===== src/rtl/attention_score_seq_ctrl.sv =====
// attention_score_seq_ctrl
// Sequences the attention-score flow from a single host start:
//   transpose K, copy K^T from the transpose B-port into the GEMM X SRAM,
//   then launch the Q*K^T GEMM and report completion.
// Ports:
//   clk, rst_n              clock, synchronous active-low reset
//   start, abort, D_len     host run request (rising edge), abandon, head dim
//   busy, done, err,        run status; done/err are sticky until next start
//   err_code                0 none, 1 zero length, 2 aborted, 3 timeout
//   tr_start, tr_done       transpose launch / completion
//   tr_b_re, tr_b_row,      K^T read port (one read outstanding at a time)
//   tr_b_col, tr_b_rdata, tr_b_rvalid
//   x_we, x_k, x_n,         X SRAM write port
//   x_wdata, x_wmask
//   gemm_start, gemm_busy,  GEMM launch handshake and K length
//   gemm_done, gemm_k_len
// Optional: define ATTN_SEQ_TIMEOUT_EN to add a TO_CYC-cycle watchdog on the
// transpose wait, read-response wait and GEMM wait (error code 3).
module attention_score_seq_ctrl #(
  parameter int T      = 8,
  parameter int DMAX   = 1024,
  parameter int DATA_W = 32,
  parameter int BYTE_W = DATA_W / 8,
  parameter int TO_CYC = 65535,
  parameter int T_W    = (T > 1) ? $clog2(T) : 1,
  parameter int D_W    = (DMAX > 1) ? $clog2(DMAX) : 1
) (
  input  logic              clk,
  input  logic              rst_n,
  input  logic              start,
  input  logic              abort,
  input  logic [15:0]       D_len,
  output logic              busy,
  output logic              done,
  output logic              err,
  output logic [1:0]        err_code,
  output logic              tr_start,
  input  logic              tr_done,
  output logic              tr_b_re,
  output logic [D_W-1:0]    tr_b_row,
  output logic [T_W-1:0]    tr_b_col,
  input  logic [DATA_W-1:0] tr_b_rdata,
  input  logic              tr_b_rvalid,
  output logic              x_we,
  output logic [D_W-1:0]    x_k,
  output logic [T_W-1:0]    x_n,
  output logic [DATA_W-1:0] x_wdata,
  output logic [BYTE_W-1:0] x_wmask,
  output logic              gemm_start,
  input  logic              gemm_busy,
  input  logic              gemm_done,
  output logic [15:0]       gemm_k_len
);

  typedef enum logic [2:0] {
    S_IDLE, S_TR_GO, S_TR_WAIT, S_COPY, S_GEMM_GO, S_GEMM_WAIT, S_ERR
  } state_t;

  localparam logic [T_W-1:0] T_LAST = T_W'(T - 1);

  state_t              state, state_n;
  logic                start_d;
  logic [D_W-1:0]      d_q, d_n;
  logic [T_W-1:0]      t_q, t_n;
  logic [D_W-1:0]      wk_q, wk_n;
  logic [T_W-1:0]      wn_q, wn_n;
  logic [DATA_W-1:0]   rdata_q, rdata_n;
  logic                issue_q, issue_n;  // first read of the copy is due
  logic                pend_q, pend_n;    // a read is outstanding
  logic                wr_q, wr_n;        // captured data is written this cycle
  logic                last_q, last_n;    // captured element is the final one
  logic                done_q, done_n;
  logic                err_q, err_n;
  logic [1:0]          code_q, code_n;
  logic [15:0]         klen_q, klen_n;
  logic                accept;
  logic [15:0]         d_eff;
  logic                wait_cyc;
`ifdef ATTN_SEQ_TIMEOUT_EN
  logic [31:0]         wd_q, wd_n;
`else
  // TO_CYC only matters when the watchdog is built in.
  if (TO_CYC < 1) begin : g_to_cyc_unused
  end
`endif

  always_ff @(posedge clk) begin
    if (!rst_n) begin
      state   <= S_IDLE;
      start_d <= 1'b0;
      d_q     <= '0;
      t_q     <= '0;
      wk_q    <= '0;
      wn_q    <= '0;
      rdata_q <= '0;
      issue_q <= 1'b0;
      pend_q  <= 1'b0;
      wr_q    <= 1'b0;
      last_q  <= 1'b0;
      done_q  <= 1'b0;
      err_q   <= 1'b0;
      code_q  <= '0;
      klen_q  <= '0;
`ifdef ATTN_SEQ_TIMEOUT_EN
      wd_q    <= '0;
`endif
    end else begin
      state   <= state_n;
      start_d <= start;
      d_q     <= d_n;
      t_q     <= t_n;
      wk_q    <= wk_n;
      wn_q    <= wn_n;
      rdata_q <= rdata_n;
      issue_q <= issue_n;
      pend_q  <= pend_n;
      wr_q    <= wr_n;
      last_q  <= last_n;
      done_q  <= done_n;
      err_q   <= err_n;
      code_q  <= code_n;
      klen_q  <= klen_n;
`ifdef ATTN_SEQ_TIMEOUT_EN
      wd_q    <= wd_n;
`endif
    end
  end

  always_comb begin
    state_n    = state;
    d_n        = d_q;
    t_n        = t_q;
    wk_n       = wk_q;
    wn_n       = wn_q;
    rdata_n    = rdata_q;
    issue_n    = issue_q;
    pend_n     = pend_q;
    wr_n       = wr_q;
    last_n     = last_q;
    done_n     = done_q;
    err_n      = err_q;
    code_n     = code_q;
    klen_n     = klen_q;
    tr_start   = 1'b0;
    tr_b_re    = 1'b0;
    x_we       = 1'b0;
    gemm_start = 1'b0;
    wait_cyc   = 1'b0;
    accept     = (state == S_IDLE) && start && !start_d;
    d_eff      = (D_len > 16'(DMAX)) ? 16'(DMAX) : D_len;

    case (state)
      S_IDLE: begin
        if (accept) begin
          done_n = 1'b0;
          err_n  = 1'b0;
          code_n = 2'd0;
          klen_n = d_eff;
          if (d_eff == 16'd0) begin
            state_n = S_ERR;
            err_n   = 1'b1;
            code_n  = 2'd1;
          end else begin
            state_n = S_TR_GO;
          end
        end
      end
      S_TR_GO: begin
        tr_start = 1'b1;
        state_n  = S_TR_WAIT;
      end
      S_TR_WAIT: begin
        if (tr_done) begin
          state_n = S_COPY;
          d_n     = '0;
          t_n     = '0;
          issue_n = 1'b1;
          pend_n  = 1'b0;
          wr_n    = 1'b0;
          last_n  = 1'b0;
        end else begin
          wait_cyc = 1'b1;
        end
      end
      S_COPY: begin
        // d_q/t_q always hold the next read address; the write address is
        // snapshotted at capture so the next read can go out with the write.
        if (issue_q) begin
          tr_b_re = 1'b1;
          issue_n = 1'b0;
          pend_n  = 1'b1;
        end else if (pend_q) begin
          if (tr_b_rvalid) begin
            rdata_n = tr_b_rdata;
            wk_n    = d_q;
            wn_n    = t_q;
            wr_n    = 1'b1;
            pend_n  = 1'b0;
            last_n  = (t_q == T_LAST) && (16'(d_q) == klen_q - 16'd1);
            if (!last_n) begin
              if (t_q == T_LAST) begin
                t_n = '0;
                d_n = d_q + D_W'(1);
              end else begin
                t_n = t_q + T_W'(1);
              end
            end
          end else begin
            wait_cyc = 1'b1;
          end
        end else if (wr_q) begin
          x_we = 1'b1;
          wr_n = 1'b0;
          if (last_q) begin
            state_n = S_GEMM_GO;
          end else begin
            tr_b_re = 1'b1;
            pend_n  = 1'b1;
          end
        end
      end
      S_GEMM_GO: begin
        if (!gemm_busy) begin
          gemm_start = 1'b1;
          state_n    = S_GEMM_WAIT;
        end
      end
      S_GEMM_WAIT: begin
        if (gemm_done) begin
          done_n  = 1'b1;
          state_n = S_IDLE;
        end else begin
          wait_cyc = 1'b1;
        end
      end
      S_ERR: state_n = S_IDLE;
      default: state_n = S_IDLE;
    endcase

`ifdef ATTN_SEQ_TIMEOUT_EN
    wd_n = '0;
    if (wait_cyc) begin
      if (wd_q == 32'(TO_CYC - 1)) begin
        state_n = S_ERR;
        err_n   = 1'b1;
        code_n  = 2'd3;
        pend_n  = 1'b0;
      end else begin
        wd_n = wd_q + 32'd1;
      end
    end
`endif

    // Abort overrides everything outside IDLE, including this cycle's strobes.
    if (abort && state != S_IDLE) begin
      state_n    = S_IDLE;
      err_n      = 1'b1;
      code_n     = 2'd2;
      done_n     = 1'b0;
      issue_n    = 1'b0;
      pend_n     = 1'b0;
      wr_n       = 1'b0;
      tr_start   = 1'b0;
      tr_b_re    = 1'b0;
      x_we       = 1'b0;
      gemm_start = 1'b0;
`ifdef ATTN_SEQ_TIMEOUT_EN
      wd_n       = '0;
`endif
    end
  end

  assign busy       = (state != S_IDLE);
  assign done       = done_q;
  assign err        = err_q;
  assign err_code   = code_q;
  assign tr_b_row   = d_q;
  assign tr_b_col   = t_q;
  assign x_k        = wk_q;
  assign x_n        = wn_q;
  assign x_wdata    = rdata_q;
  assign x_wmask    = {BYTE_W{x_we}};
  assign gemm_k_len = klen_q;

endmodule


===== config.mk =====
export PLATFORM = sky130hd
export DESIGN_NAME = attention_score_seq_ctrl
export DESIGN_NICKNAME = d
export VERILOG_FILES = /design/src/rtl/attention_score_seq_ctrl.sv
export SDC_FILE = /design/constraint.sdc
export NUM_CORES = 1
export LEC_CHECK = 0
export CORE_ASPECT_RATIO = 0.9
export CORE_UTILIZATION = 32
export DETAILED_ROUTE_END_ITERATION = 12
export GPL_TIMING_DRIVEN = 0
export PLACE_DENSITY = 0.58
export SLEW_MARGIN = 20
export SYNTH_ARGS = -nofsm -noshare
export SYNTH_HDL_FRONTEND = slang
export SYNTH_SLANG_ARGS = --single-unit

===== constraint.sdc =====
create_clock -name clk -period 7.05 [get_ports clk]
set_input_delay 0.705 -clock clk [delete_from_list [all_inputs] [get_ports clk]]
set_output_delay 0.705 -clock clk [all_outputs]
set_load 0.05 [all_outputs]

==> flow_summary_export.csv, run 1 <==
group,metric,value,unit
worst_setup_path,cp_top_family,"buffers and inverters",
worst_setup_path,timing.rr.start,"gemm_k_len[0]",
final_layout,final_cell_count_no_fill,802,
final_layout,drive_above_1_share,5.263,%
floorplanning,num_rows,37,
synth,synthFlopType,"dfxtp_1",
synth,syn-num-nets,548,
final_layout,antennaDiodeCount,0,
grt,grt_pass1_vias,3753,
clocking,cts_resized,0,
worst_setup_path,critPathRequiredTime,6.34,ns
drt,wl,11800,µm
floorplanning,die_area,12490,µm²
grt,grt_use_total,19.12,%
sta,min_period_over_period,59.92,%
worst_setup_path,r2r_slack,4.07,ns
worst_setup_path,reg2reg_depth,12,
floorplanning,io_pins,143,
synth,avgSynthCellArea,7.902,µm²
synth,ys_types,52,
place,io_buffers,142,
floorplanning,die_height,106.1,µm
clocking,ctsHoldBuffers,0,
sta,rsz0062_at_grt,"no",
status,status,"completed",
synth,synth_area,3856,µm²
clocking,cts_buffers,9,
floorplanning,initial_core_util,33.32,%
final_layout,syn2layout_area_growth,49.06,%
floorplanning,core_area,11570,µm²
worst_setup_path,endpoint_kind,"output pin",
worst_setup_path,worstPathCellList,"clkbuf_1, inv_1, nor2_1, nand2_1, nor4_1, buf_4, clkdlybuf4s50_1",
final_layout,final_cell_mix,"142 x clkdlybuf4s50_1, 109 x nand2_1, 86 x dfxtp_1",
drt,antenna_left,0,
grt,grt_antenna_before_repair,0,
worst_setup_path,critPathLaunch,"state[1]",
synth,ys_seq_area_share,44.65,%
place,gp_congestion,0.8312,
power_and_ir_drop,pwr_density_cell,185.0,nW/µm²
sta,fin_setup_tns,0,ns
worst_setup_path,slowest_delay,0.80,ns
drt,firstDrtPassIters,4,
final_layout,final_area,5748,µm²
drt,drc,0,
floorplanning,dieWidth,117.7,µm
clocking,cts_root_buf,"clkbuf_16",
place,hpwl,8837,µm
worst_setup_path,worst-path-stages,7,
drt,drtIter0Drc,247,
sta,min_period,4.224,ns
clocking,h-tree-depth,3,
clocking,clk_path_buf_depth,2,
worst_setup_path,path_max_fanout,9,
synth,yosysWarnings,0,
worst_setup_path,cp_slowest_cell,"clkdlybuf4s50_1",
clocking,cts_setup_buffers,0,
synth,ys_ff_latch,86,
hold_path,min_from,"x_wdata[21]",
power_and_ir_drop,power,1.063,mW
worst_setup_path,r2r-end,"tr_b_row[6]",
synth,netlist_instances,488,
sta,max_freq,0.2367,GHz
worst_setup_path,critPathBufInv,4,
sta,setup_viol,0,
drt,wire_per_inst,14.71,µm
worst_setup_path,critical_path.startpoint_type,"flop",
final_layout,fin_nets,701,
final_layout,layout_commonest_cell,"clkdlybuf4s50_1",
power_and_ir_drop,ir_worst_vdd,0.0001225,V
synth,synth-async-reset-ratio,0,%
drt,vias_per_cell,5.015,
sta,finalHoldViolCount,0,
sta,slew_violations,0,
sta,clock_skew,0.01045,ns
sta,maxSlewHeadroom,47.71,%
final_layout,utilization,49.66,%
flow_run,drv_cap,0,
worst_setup_path,criticalPathCategory,"reg2out",
clocking,cts_tree,"built",
grt,gr-total-overflow,0,
grt,grt_pass1_wl,19000,µm
drt,vias,4022,
sta,tightest_slew,0.7772,ns
hold_path,holdPathStages,2,
grt,grt_max_degree,14,
worst_setup_path,arrival,3.52,ns
place,dpl.cell_count,786,
worst_setup_path,endpoint,"x_wmask[0]",
clocking,clk-insertion-delay-late,0.34,ns
synth,synth_edf_count,0,
clocking,cts_sinks,86,
clocking,clk_pin_slew_worst_paths,0.06,ns
place,place_area,5473,µm²
power_and_ir_drop,p_leak,1.925,nW
hold_path,hold_class,"reg2reg",
[metal layers]
metal,part of all wire (%),track usage (%),vias to the layer above
met3,5.9,5.204,10
met4,1.1,5.403,0
li1,-,-,2022
met2,47,30.76,118
met5,0,0,-
met1,46,25.02,1872
[area by class of cell]
cell class              instances  area (µm²)
repair buffers                142        1421
plain buffers                  35       163.9
fillers                      1149        5826
clock buffers                  13       250.2
inverters                       8       30.03
flip-flops and latches         86        1722
well taps                     156       195.2
multi-input cells             359        1946
clock inverters                 3       20.02
[synthesized netlist by cell type (3+ instances only)]
library cell	n	share of area (%)
a211oi_1	4	0.78
nand4_1	7	1.1
nor4b_1	3	0.68
nand3_1	9	1.2
dfxtp_1	86	45
or3_1	7	1.1
a22oi_1	11	2.1
nor4_1	8	1.3
and3_1	7	1.1
o31ai_1	4	0.78
buf_4	4	0.78
ha_1	4	1.3
o22ai_1	3	0.49
or3_2	3	0.58
nand2b_1	6	0.97
a31oi_1	4	0.65
xnor2_1	5	1.1
inv_1	7	0.68
o21ai_0	13	1.7
mux2i_1	3	0.78
clkbuf_1	25	2.4
nor2_1	37	3.6
nor3_1	9	1.2
xor2_1	5	1.1
or4_1	7	1.4
nor2b_1	3	0.49
a21oi_1	63	8.2
nand2_1	109	11
[how the worst min path moves through the flow]
| stage | slack [ns] | end |
|---|---|---|
| floorplan | 0.45 | wr_q |
| global placement | 0.44 | x_k[8] |
| detailed placement | 0.45 | x_wdata[21] |
| CTS | 0.46 | x_wdata[0] |
| global route | 0.47 | x_wdata[14] |
| finish | 0.45 | x_wdata[21] |
[per-stage QoR]
| stage | hold slack (ns) | setup WS (ns) |
|---|---|---|
| after floorplan | 0.4546 | 2.721 |
| after global placement | 0.4419 | 3.266 |
| after detailed placement | 0.4474 | 3.227 |
| after CTS | 0.4561 | 2.824 |
| after global routing | 0.4701 | 2.558 |
| final | 0.4521 | 2.826 |
[logic make-up (layout without fill, tap and decap cells)]
group                      count (synthesis)  count (layout)  share of synthesized area (%)
AOI/OAI and AO/OA                        114             114                          17.59
and+or+nand+nor                          228             228                          28.39
xor gates and xnor gates                  10              10                          2.271
adders and majority gates                  4               4                          1.298
DFF                                       86              86                          44.65
muxes                                      3               3                         0.7787
buffers and inverters                     43             201                          5.029
[state kept, by name, indices dropped and copies added (netlist names), 2 cells and up]
name and count:
x_wdata 32, err_code 2, gemm_k_len 16, tr_b_col 3, state 3, x_n 3, x_k 10, tr_b_row 10
[where the power goes]
group | internal, mW | switching, mW | leakage [nW]
Sequential | 0.491 | 0.00405 | 0.693
Combinational | 0.0552 | 0.0730 | 1.11
Clock | 0.248 | 0.192 | 0.126
[worst reg2reg max path, stage by stage, from the launching register on]
cell	delay [ns]
dfxtp_1	0.43
inv_1	0.09
ha_1	0.20
clkbuf_1	0.20
nor2b_1	0.18
or3_1	0.35
a31oi_1	0.19
o211ai_1	0.19
nor4_2	0.51
buf_6	0.21
buf_6	0.14
o21ai_0	0.10
a21oi_1	0.14
No activity file was read; power rests on OpenSTA's default activity.
==> run 2, diff against run 1 <==
- PLACE_DENSITY: 0.58 -> 0.6
- clock period: 7.05 -> 3.5 ns (I/O delays scaled with it)
==> run 2 against run 1 <==
Via count grew 0.52%. Count of clock-buffer cells in the layout fell by 1. Sequential power up 100%. Critical path depth is 1 lower. Utilization grew 0.44 points. Critical endpoint is now tr_b_re. Critical path type unchanged. Largest cell class unchanged.
==> flow_summary_export.csv, run 2 (synthesized netlist as in run 1, its figures left out) <==
group,metric,value,unit
status,status,"completed",
sta,max_freq,0.3160,GHz
clocking,cts_sinks,86,
worst_setup_path,r2r-end,"tr_b_row[3]",
place,hpwl,8969,µm
clocking,h-tree-depth,3,
worst_setup_path,timing.rr.start,"gemm_k_len[0]",
sta,min_period,3.165,ns
floorplanning,initial_core_util,33.32,%
floorplanning,core_area,11570,µm²
hold_path,holdPathStages,2,
final_layout,antennaDiodeCount,0,
worst_setup_path,criticalPathCategory,"reg2out",
drt,vias_per_cell,5.047,
drt,vias,4043,
sta,clock_skew,0.007276,ns
final_layout,final_cell_count_no_fill,801,
floorplanning,num_rows,37,
hold_path,min_to,"x_wdata[0]",
sta,slew_violations,0,
sta,min_period_over_period,90.42,%
grt,grt_pass1_vias,3775,
worst_setup_path,r2r_slack,0.49,ns
power_and_ir_drop,ir_worst_vdd,0.0002241,V
clocking,clk_path_buf_depth,2,
sta,setup_viol,0,
power_and_ir_drop,pwr_density_cell,381.7,nW/µm²
power_and_ir_drop,switching_share,24.54,%
worst_setup_path,critical_path.startpoint_type,"flop",
worst_setup_path,arrival,2.81,ns
clocking,cts_tree,"built",
clocking,cts_buffers,9,
worst_setup_path,endpoint_kind,"output pin",
place,pre_cts_ws,0.2231,ns
floorplanning,die_area,12490,µm²
final_layout,final_cell_mix,"137 x clkdlybuf4s50_1, 109 x nand2_1, 86 x dfxtp_1",
power_and_ir_drop,p_leak,2.028,nW
place,io_buffers,142,
flow_run,drv_cap,0,
floorplanning,dieWidth,117.7,µm
hold_path,hold_class,"reg2reg",
sta,fin_setup_tns,0,ns
grt,grt_use_total,18.97,%
grt,grt_antenna_before_repair,0,
final_layout,layout_commonest_cell,"clkdlybuf4s50_1",
power_and_ir_drop,power,2.214,mW
power_and_ir_drop,power.switching,0.5432,mW
grt,grt_pass1_wl,19150,µm
power_and_ir_drop,combinationalPowerShare,11.8,%
sta,maxSlewHeadroom,59.28,%
clocking,clk_pin_slew_worst_paths,0.06,ns
drt,drtIter0Drc,221,
grt,gr-total-overflow,0,
drt,antenna_left,0,
clocking,clk-insertion-delay-late,0.34,ns
floorplanning,io_pins,143,
place,dpl.cell_count,786,
worst_setup_path,critPathRequiredTime,3.15,ns
place,gp_congestion,0.7960,
sta,finalHoldViolCount,0,
drt,wl,11900,µm
clocking,cts_root_buf,"clkbuf_16",
worst_setup_path,reg2reg_depth,12,
final_layout,n_fill_cell,1191,
grt,grt_max_degree,14,
final_layout,utilization,50.11,%
final_layout,drive_above_1_share,5.581,%
drt,drc,0,
final_layout,fin_nets,701,
drt,firstDrtPassIters,5,
power_and_ir_drop,p_int,1.670,mW
drt,wire_per_inst,14.85,µm
final_layout,largest_register_ffs,32,
power_and_ir_drop,p_clk_share,43.1,%
floorplanning,die_height,106.1,µm
worst_setup_path,path_max_fanout,9,
hold_path,min_from,"x_wdata[0]",
sta,tightest_slew,0.6097,ns
sta,setup_ws,0.3354,ns
final_layout,syn2layout_area_growth,50.39,%
sta,rsz0062_at_grt,"no",
power_and_ir_drop,p_seq_share,45.0,%
## run 2: how the worst max path moves through the flow
stage,start,to,slack [ns],cells past startpoint
6_report,state[1],tr_b_re,0.34,6
3_3_place_gp,state[1],x_wmask[2],0.30,7
4_1_cts,state[1],x_wmask[3],0.09,7
5_1_grt,state[1],tr_b_re,0.14,6
2_1_floorplan,state[0],x_wmask[0],0.28,5
3_5_place_dp,state[1],x_wmask[3],0.22,7
## run 2: power groups by stage
stage	Sequential, mW	Clock (mW)	Combinational, mW
after detailed placement	1.02	0	0.258
after CTS	0.997	0.977	0.261
final	0.997	0.955	0.262
after floorplan	1.04	0	0.121
after global placement	1.02	0	0.256
after global routing	0.998	1.02	0.282
## run 2: area by class of cell
cell class                      count  area [µm²]  share of cell area (%)
Sequential cell                    86        1722                   29.69
Clock inverter                      3       45.04                  0.7767
Inverter                            8       30.03                  0.5178
Multi-Input combinational cell    359        1963                   33.85
Clock buffer                       12       246.5                   4.250
Buffer                             35       163.9                   2.826
Timing Repair Buffer              142        1434                   24.73
Tap cell                          156       195.2                   3.366
## run 2: worst max-delay path: stages (launching register included)
cell and delay (ns):
dfxtp_1 0.31, clkbuf_1 0.29, inv_1 0.16, nor2_2 0.30, nand2_1 0.29, nor3_1 0.29, clkdlybuf4s50_1 0.84
## run 2: per-layer routing
layer	vias up	share of wire, %	global-route usage (%)
li1	2013	-	-
met3	13	5.1	3.809
met5	-	0	0
met2	124	47	31.72
met1	1893	46	24.11
met4	0	1.5	6.960
## run 2: per-stage QoR
step,hold WS (ns),instance area [µm²]
final,0.4519,5799
after global routing,0.4730,5799
after CTS,0.4542,5782
after detailed placement,0.4472,5479
after global placement,0.4418,5479
after floorplan,0.4546,3862
## run 2: repair_timing
| action | CTS | global route |
|---|---|---|
| hold endpoints to repair | 0 | 0 |
| buffers inserted | 0 | 0 |
| setup endpoints to repair | 5 | 5 |
| pin swaps | 0 | 0 |
| gates resized for setup | 2 | 5 |
| hold buffers | 0 | 0 |
